**src/rtl/fib_sequencer.sv**
```systemverilog
`default_nettype none
// +----------------------------------------------------------------------+
// | Module   : fib_sequencer                                             |
// | Brief    : Fibonacci term generator, single-step or prescaled        |
// |            auto-run, valid/ready output, wrap or halt on overflow.   |
// | Revision : 1.0                                                       |
// +----------------------------------------------------------------------+
module fib_sequencer #(
    parameter int               WIDTH     = 12,
    parameter int               PRESCALE  = 50000000,
    parameter int               HALT_MODE = 0,
    parameter logic [WIDTH-1:0] SEED0     = '0,
    parameter logic [WIDTH-1:0] SEED1     = WIDTH'(1)
) (
    input  logic             SYSTEM_CLOCK,
    input  logic             RESET_N,
    input  logic             run,
    input  logic             step,
    input  logic             clear,
    output logic [WIDTH-1:0] fib_out,
    output logic [7:0]       fib_index,
    output logic             out_valid,
    input  logic             out_ready,
    output logic             overflow,
    output logic             halted
);

    localparam int                c_ps_w    = $clog2(PRESCALE);
    localparam logic [c_ps_w-1:0] c_ps_last = c_ps_w'(PRESCALE - 1);

    typedef enum logic [0:0] {
        S_RUN  = 1'b0,
        S_HALT = 1'b1
    } state_t;

    state_t            r_state;
    logic [WIDTH-1:0]  r_a;
    logic [WIDTH-1:0]  r_b;
    logic              r_b_inv;
    logic [7:0]        r_index;
    logic              r_valid;
    logic              r_overflow;
    logic              r_halted;
    logic [c_ps_w-1:0] r_ps;
    logic              r_s1;
    logic              r_s2;
    logic              r_s3;

    logic              w_step_pulse;
    logic              w_active;
    logic              w_tick;
    logic              w_ev;
    logic              w_accept;
    logic              w_handshake;
    logic [WIDTH:0]    w_sum;

    assign w_step_pulse = r_s2 & ~r_s3;
    assign w_active     = run && (r_state == S_RUN);
    assign w_tick       = w_active && (r_ps == c_ps_last);
    assign w_ev         = w_step_pulse | w_tick;
    assign w_handshake  = r_valid && out_ready;
    assign w_accept     = w_ev && (r_state == S_RUN) && (!r_valid || out_ready);
    // One extra bit so the carry flags a successor that no longer fits.
    assign w_sum        = {1'b0, r_a} + {1'b0, r_b};

    always_ff @(posedge SYSTEM_CLOCK or negedge RESET_N) begin
        if (!RESET_N) begin
            r_state    <= S_RUN;
            r_a        <= SEED0;
            r_b        <= SEED1;
            r_b_inv    <= 1'b0;
            r_index    <= 8'd0;
            r_valid    <= 1'b0;
            r_overflow <= 1'b0;
            r_halted   <= 1'b0;
            r_ps       <= '0;
            r_s1       <= 1'b0;
            r_s2       <= 1'b0;
            r_s3       <= 1'b0;
        end else begin
            // The synchroniser keeps running through clear so a held step cannot re-fire.
            r_s1 <= step;
            r_s2 <= r_s1;
            r_s3 <= r_s2;

            if (clear) begin
                r_state    <= S_RUN;
                r_a        <= SEED0;
                r_b        <= SEED1;
                r_b_inv    <= 1'b0;
                r_index    <= 8'd0;
                r_valid    <= 1'b0;
                r_overflow <= 1'b0;
                r_halted   <= 1'b0;
                r_ps       <= '0;
            end else begin
                if (w_active) begin
                    r_ps <= (r_ps == c_ps_last) ? '0 : r_ps + c_ps_w'(1);
                end else begin
                    r_ps <= '0;
                end

                if (w_accept) begin
                    if (!r_b_inv) begin
                        r_a     <= r_b;
                        r_b     <= w_sum[WIDTH-1:0];
                        r_b_inv <= w_sum[WIDTH];
                        r_index <= (r_index == 8'hFF) ? r_index : r_index + 8'd1;
                        r_valid <= 1'b1;
                    end else if (HALT_MODE == 0) begin
                        r_a        <= SEED0;
                        r_b        <= SEED1;
                        r_b_inv    <= 1'b0;
                        r_index    <= 8'd0;
                        r_overflow <= 1'b1;
                        r_valid    <= 1'b1;
                    end else begin
                        // No new term; a term taken in this same cycle is still consumed.
                        r_state    <= S_HALT;
                        r_halted   <= 1'b1;
                        r_overflow <= 1'b1;
                        if (w_handshake) begin
                            r_valid <= 1'b0;
                        end
                    end
                end else if (w_handshake) begin
                    r_valid <= 1'b0;
                end
            end
        end
    end

    assign fib_out   = r_a;
    assign fib_index = r_index;
    assign out_valid = r_valid;
    assign overflow  = r_overflow;
    assign halted    = r_halted;

endmodule
`default_nettype wire
```
**config.mk**
```make
export PLATFORM = sky130hd
export DESIGN_NAME = fib_sequencer
export DESIGN_NICKNAME = d
export VERILOG_FILES = /design/src/rtl/fib_sequencer.sv
export SDC_FILE = /design/constraint.sdc
export NUM_CORES = 1
export LEC_CHECK = 0
export BUFFER_PORTS_ARGS = -buffer_cell sky130_fd_sc_hd__clkbuf_2
export CAP_MARGIN = 25
export CORE_AREA = 8 8 86 88
export CTS_CLUSTER_SIZE = 28
export DETAILED_ROUTE_END_ITERATION = 10
export DIE_AREA = 0 0 94 96
export PLACE_DENSITY = 0.77
export SLEW_MARGIN = 25
export SYNTH_ARGS = -nofsm -noshare
export SYNTH_HDL_FRONTEND = slang
export SYNTH_SLANG_ARGS = --single-unit
```
**constraint.sdc**
```tcl
create_clock -name SYSTEM_CLOCK -period 2.7 [get_ports SYSTEM_CLOCK]
set_input_delay 0.27 -clock SYSTEM_CLOCK [delete_from_list [all_inputs] [get_ports SYSTEM_CLOCK]]
set_output_delay 0.27 -clock SYSTEM_CLOCK [all_outputs]
set_load 0.02 [all_outputs]
```
==> run metrics <==
share of the clock period used by the worst path 94.5%; unrepaired setup endpoints after global routing no; RD Place Congestion around 0.86; Max stage delay on crit path 510 ps; share of the synthesized area in the top cell type 45.5%; Max Root-Sink Buffers 2; routed vias/inst approximately 6.1; share of post-route cells with drive strength above 1 around 17%; dpl cell area 3740 um2; worst ir drop on vdd 263 uV; crit start category flip-flop; cell taking the most area after synthesis dfrtp_1; post-synth design cell area about 3500 um2; Cell Count, Final, Fillers Out approximately 460; Worst Hold Margin roughly 33 ps; Final ANT Viol Nets 0; synthesized net count 366; count of cell types in the netlist 54; remaining global-route overflow 0; final critical-path setup slack ~150 ps; via count of the first global-routing pass around 2.8k; number of I/O pins 29; clock tree from TritonCTS yes; Setup violations, final 0; worst-margin pin slew ~790 ps; height of the chip 96 um; starting density of the core 56.8%; cell type of the slowest stage on the worst timing path or4b_1; count of hold buffers inserted by post-cts repair 0; area of all placed cells without fillers around 3900 um2; routed length per instance about 17 um; DRC violations left 0; commonest cells after routing, fill and taps aside dfrtp_1 (63), nor2_1 (39), clkbuf_2 (27); final routed wirelength across all metal layers 7.72 mm; most common library cell in the layout ignoring fill and taps dfrtp_1; initial antenna violation count 0; placed cells 449; pin count of the biggest net entering global routing 65; leading register cell type out of synthesis dfrtp_1; area inside the core boundary between 6000 and 7000 um2; count of input and output buffers 27; critical path required time 2910 ps; Setup WS pre-CTS ~120 ps; sequential cell area fraction in the yosys report 46.3%; TritonCTS buffer count 9; Synth Area per Inst about 10 um2; leakage 1.83 nW; Max Freq between 300 and 400 MHz; cells after synthesis around 350; total power after layout about 1.8 mW; final cell utilization of the core about 64%; power density over the cells about 470 nW/um2; Max-Slew Margin vs Limit a little under half; share of synthesized flip-flops with an asynchronous set or reset between 90% and 100%; Worst Reg-to-Reg Cells 6; critical path data arrival time 2760 ps; final hold violation count 0; Die Outline Area around 9000 um2; P&R area growth vs syn 12.9%; first-pass GRT wire length roughly 13 mm; total routing resource utilization after global routing 18.8%; net count reported at finish about 400; number of post-CTS setup repair buffers 0; floorplan row count 29; die width between 90 and 100 um; Clock Root Buffer clkbuf_8; Antenna Cells 0; Max-cap violations 0; First-pass DRT Iterations 5; number of enable flip-flop cells after synthesis 0; worst hold path type in2reg; CP Cell Sequence or4b_1 > or4_4 > o22a_2 > buf_4 > o311ai_0 > o41ai_1; type of the worst setup path reg2reg; Yosys Warn Count 0; worst-skew pair later-pin latency ~340 ps; Setup crit end kind flip-flop; H-tree levels 3; Filler Cells Inserted between 500 and 600; result of the run complete, no violations; top cells by area in the synthesized netlist dfrtp_1 (46%), ha_1 (5.1%), xor2_1 (5.1%), nor2_1 (4.2%), a22o_1 (3.8%); vias post-DR 2808; clock net sink count 64; number of cells on the worst hold path 1; post-layout minimum cycle time around 2600 ps; max-slew violation count 0; clock-pin transition on the worst setup and hold timing paths 60 ps; synthesized flop and latch total 64; biggest fanout along the worst timing path 10; Total Neg Setup Slack 0 ps; clock skew 6.33 ps; detailed-placement wirelength estimate ~5.3 mm; initial DRC count 185
[cell type report]
| class | count | area [um2] | share of cell area (%) |
|---|---|---|---|
| Timing Repair Buffer | 42 | 248 | 6.34 |
| Inverter | 10 | 37.5 | 0.960 |
| Clock buffer | 14 | 173 | 4.42 |
| Multi-Input combinational cell | 256 | 1750 | 44.8 |
| Sequential cell | 64 | 1600 | 41.0 |
| Tap cell | 77 | 96.3 | 2.46 |
[critical path, delay by kind of cell, from the launching register on]
family	cells	cell delay, ps
compound gates	3	790
buf+inv	1	190
simple gates	2	1020
flops	1	410
[worst paths after layout]
| path | start | endpoint | slack [ps] |
|---|---|---|---|
| max | r_ps[16] | fib_index[2] | 150 |
| min | step | r_s1 | 30 |
| max reg2reg | r_ps[16] | fib_index[2] | 150 |
| min reg2reg | r_s1 | r_s2 | 360 |
| max in group asynchronous | RESET_N | r_b[6] | 2090 |
| min in group asynchronous | RESET_N | r_ps[3] | 100 |
[metal layers]
layer	track usage (%)	routed length, um
met1	24.6	3640
met2	28.8	3500
met4	9.11	144
met3	4.37	437
met5	0	0
[kinds of logic (layout without fill, tap and decap cells)]
kind of cell             count (synthesis)  in the layout  synth area share (%)
AND/OR/NAND/NOR                        128            128                  19.2
AO/OA/AOI/OAI                           77             77                  16.5
multiplexers                             4              4                  1.30
buffers and inverters                   25             66                  3.14
XOR/XNOR                                31             31                  7.84
other                                    1              1                 0.108
flip-flops                              64             64                  46.3
adder cells (fa/ha/maj)                 15             15                  5.64
[Yosys cell counts, types with 3 or more instances]
| cell type | instances |
|---|---|
| and2_1 | 5 |
| nor4_1 | 3 |
| nor3_1 | 12 |
| a22o_1 | 15 |
| xor2_1 | 20 |
| buf_2 | 3 |
| o31ai_1 | 6 |
| nand2b_1 | 3 |
| inv_1 | 10 |
| a21oi_1 | 9 |
| nand3_1 | 14 |
| a31oi_1 | 3 |
| dfrtp_1 | 63 |
| a211oi_1 | 4 |
| o311ai_0 | 4 |
| o21ai_0 | 10 |
| nor2_1 | 39 |
| clkbuf_1 | 9 |
| mux2_2 | 4 |
| and3_1 | 9 |
| nand2_1 | 16 |
| a21o_1 | 3 |
| xnor2_1 | 11 |
| o211ai_1 | 5 |
| nand4_1 | 15 |
| ha_1 | 14 |
[where the power goes]
group | total (mW) | switching [mW] | internal [mW]
sequential | 0.977 | 0.00860 | 0.968
clock | 0.750 | 0.350 | 0.400
combinational | 0.105 | 0.0746 | 0.0302
[registers in the layout, indices dropped and copies added, names as in the netlist]
name       count
fib_index      8
fib_out       12
out_valid      1
overflow       1
r_b           12
r_b_inv        1
r_ps          26
r_s1           1
r_s2           1
r_s3           1
[what timing repair did]
action / in CTS / in global routing
endpoints found under the hold margin: 0 / 0
resized for setup: 0 / 1
endpoints found under the setup margin: 0 / 6
(Power assumes the default switching activity.)
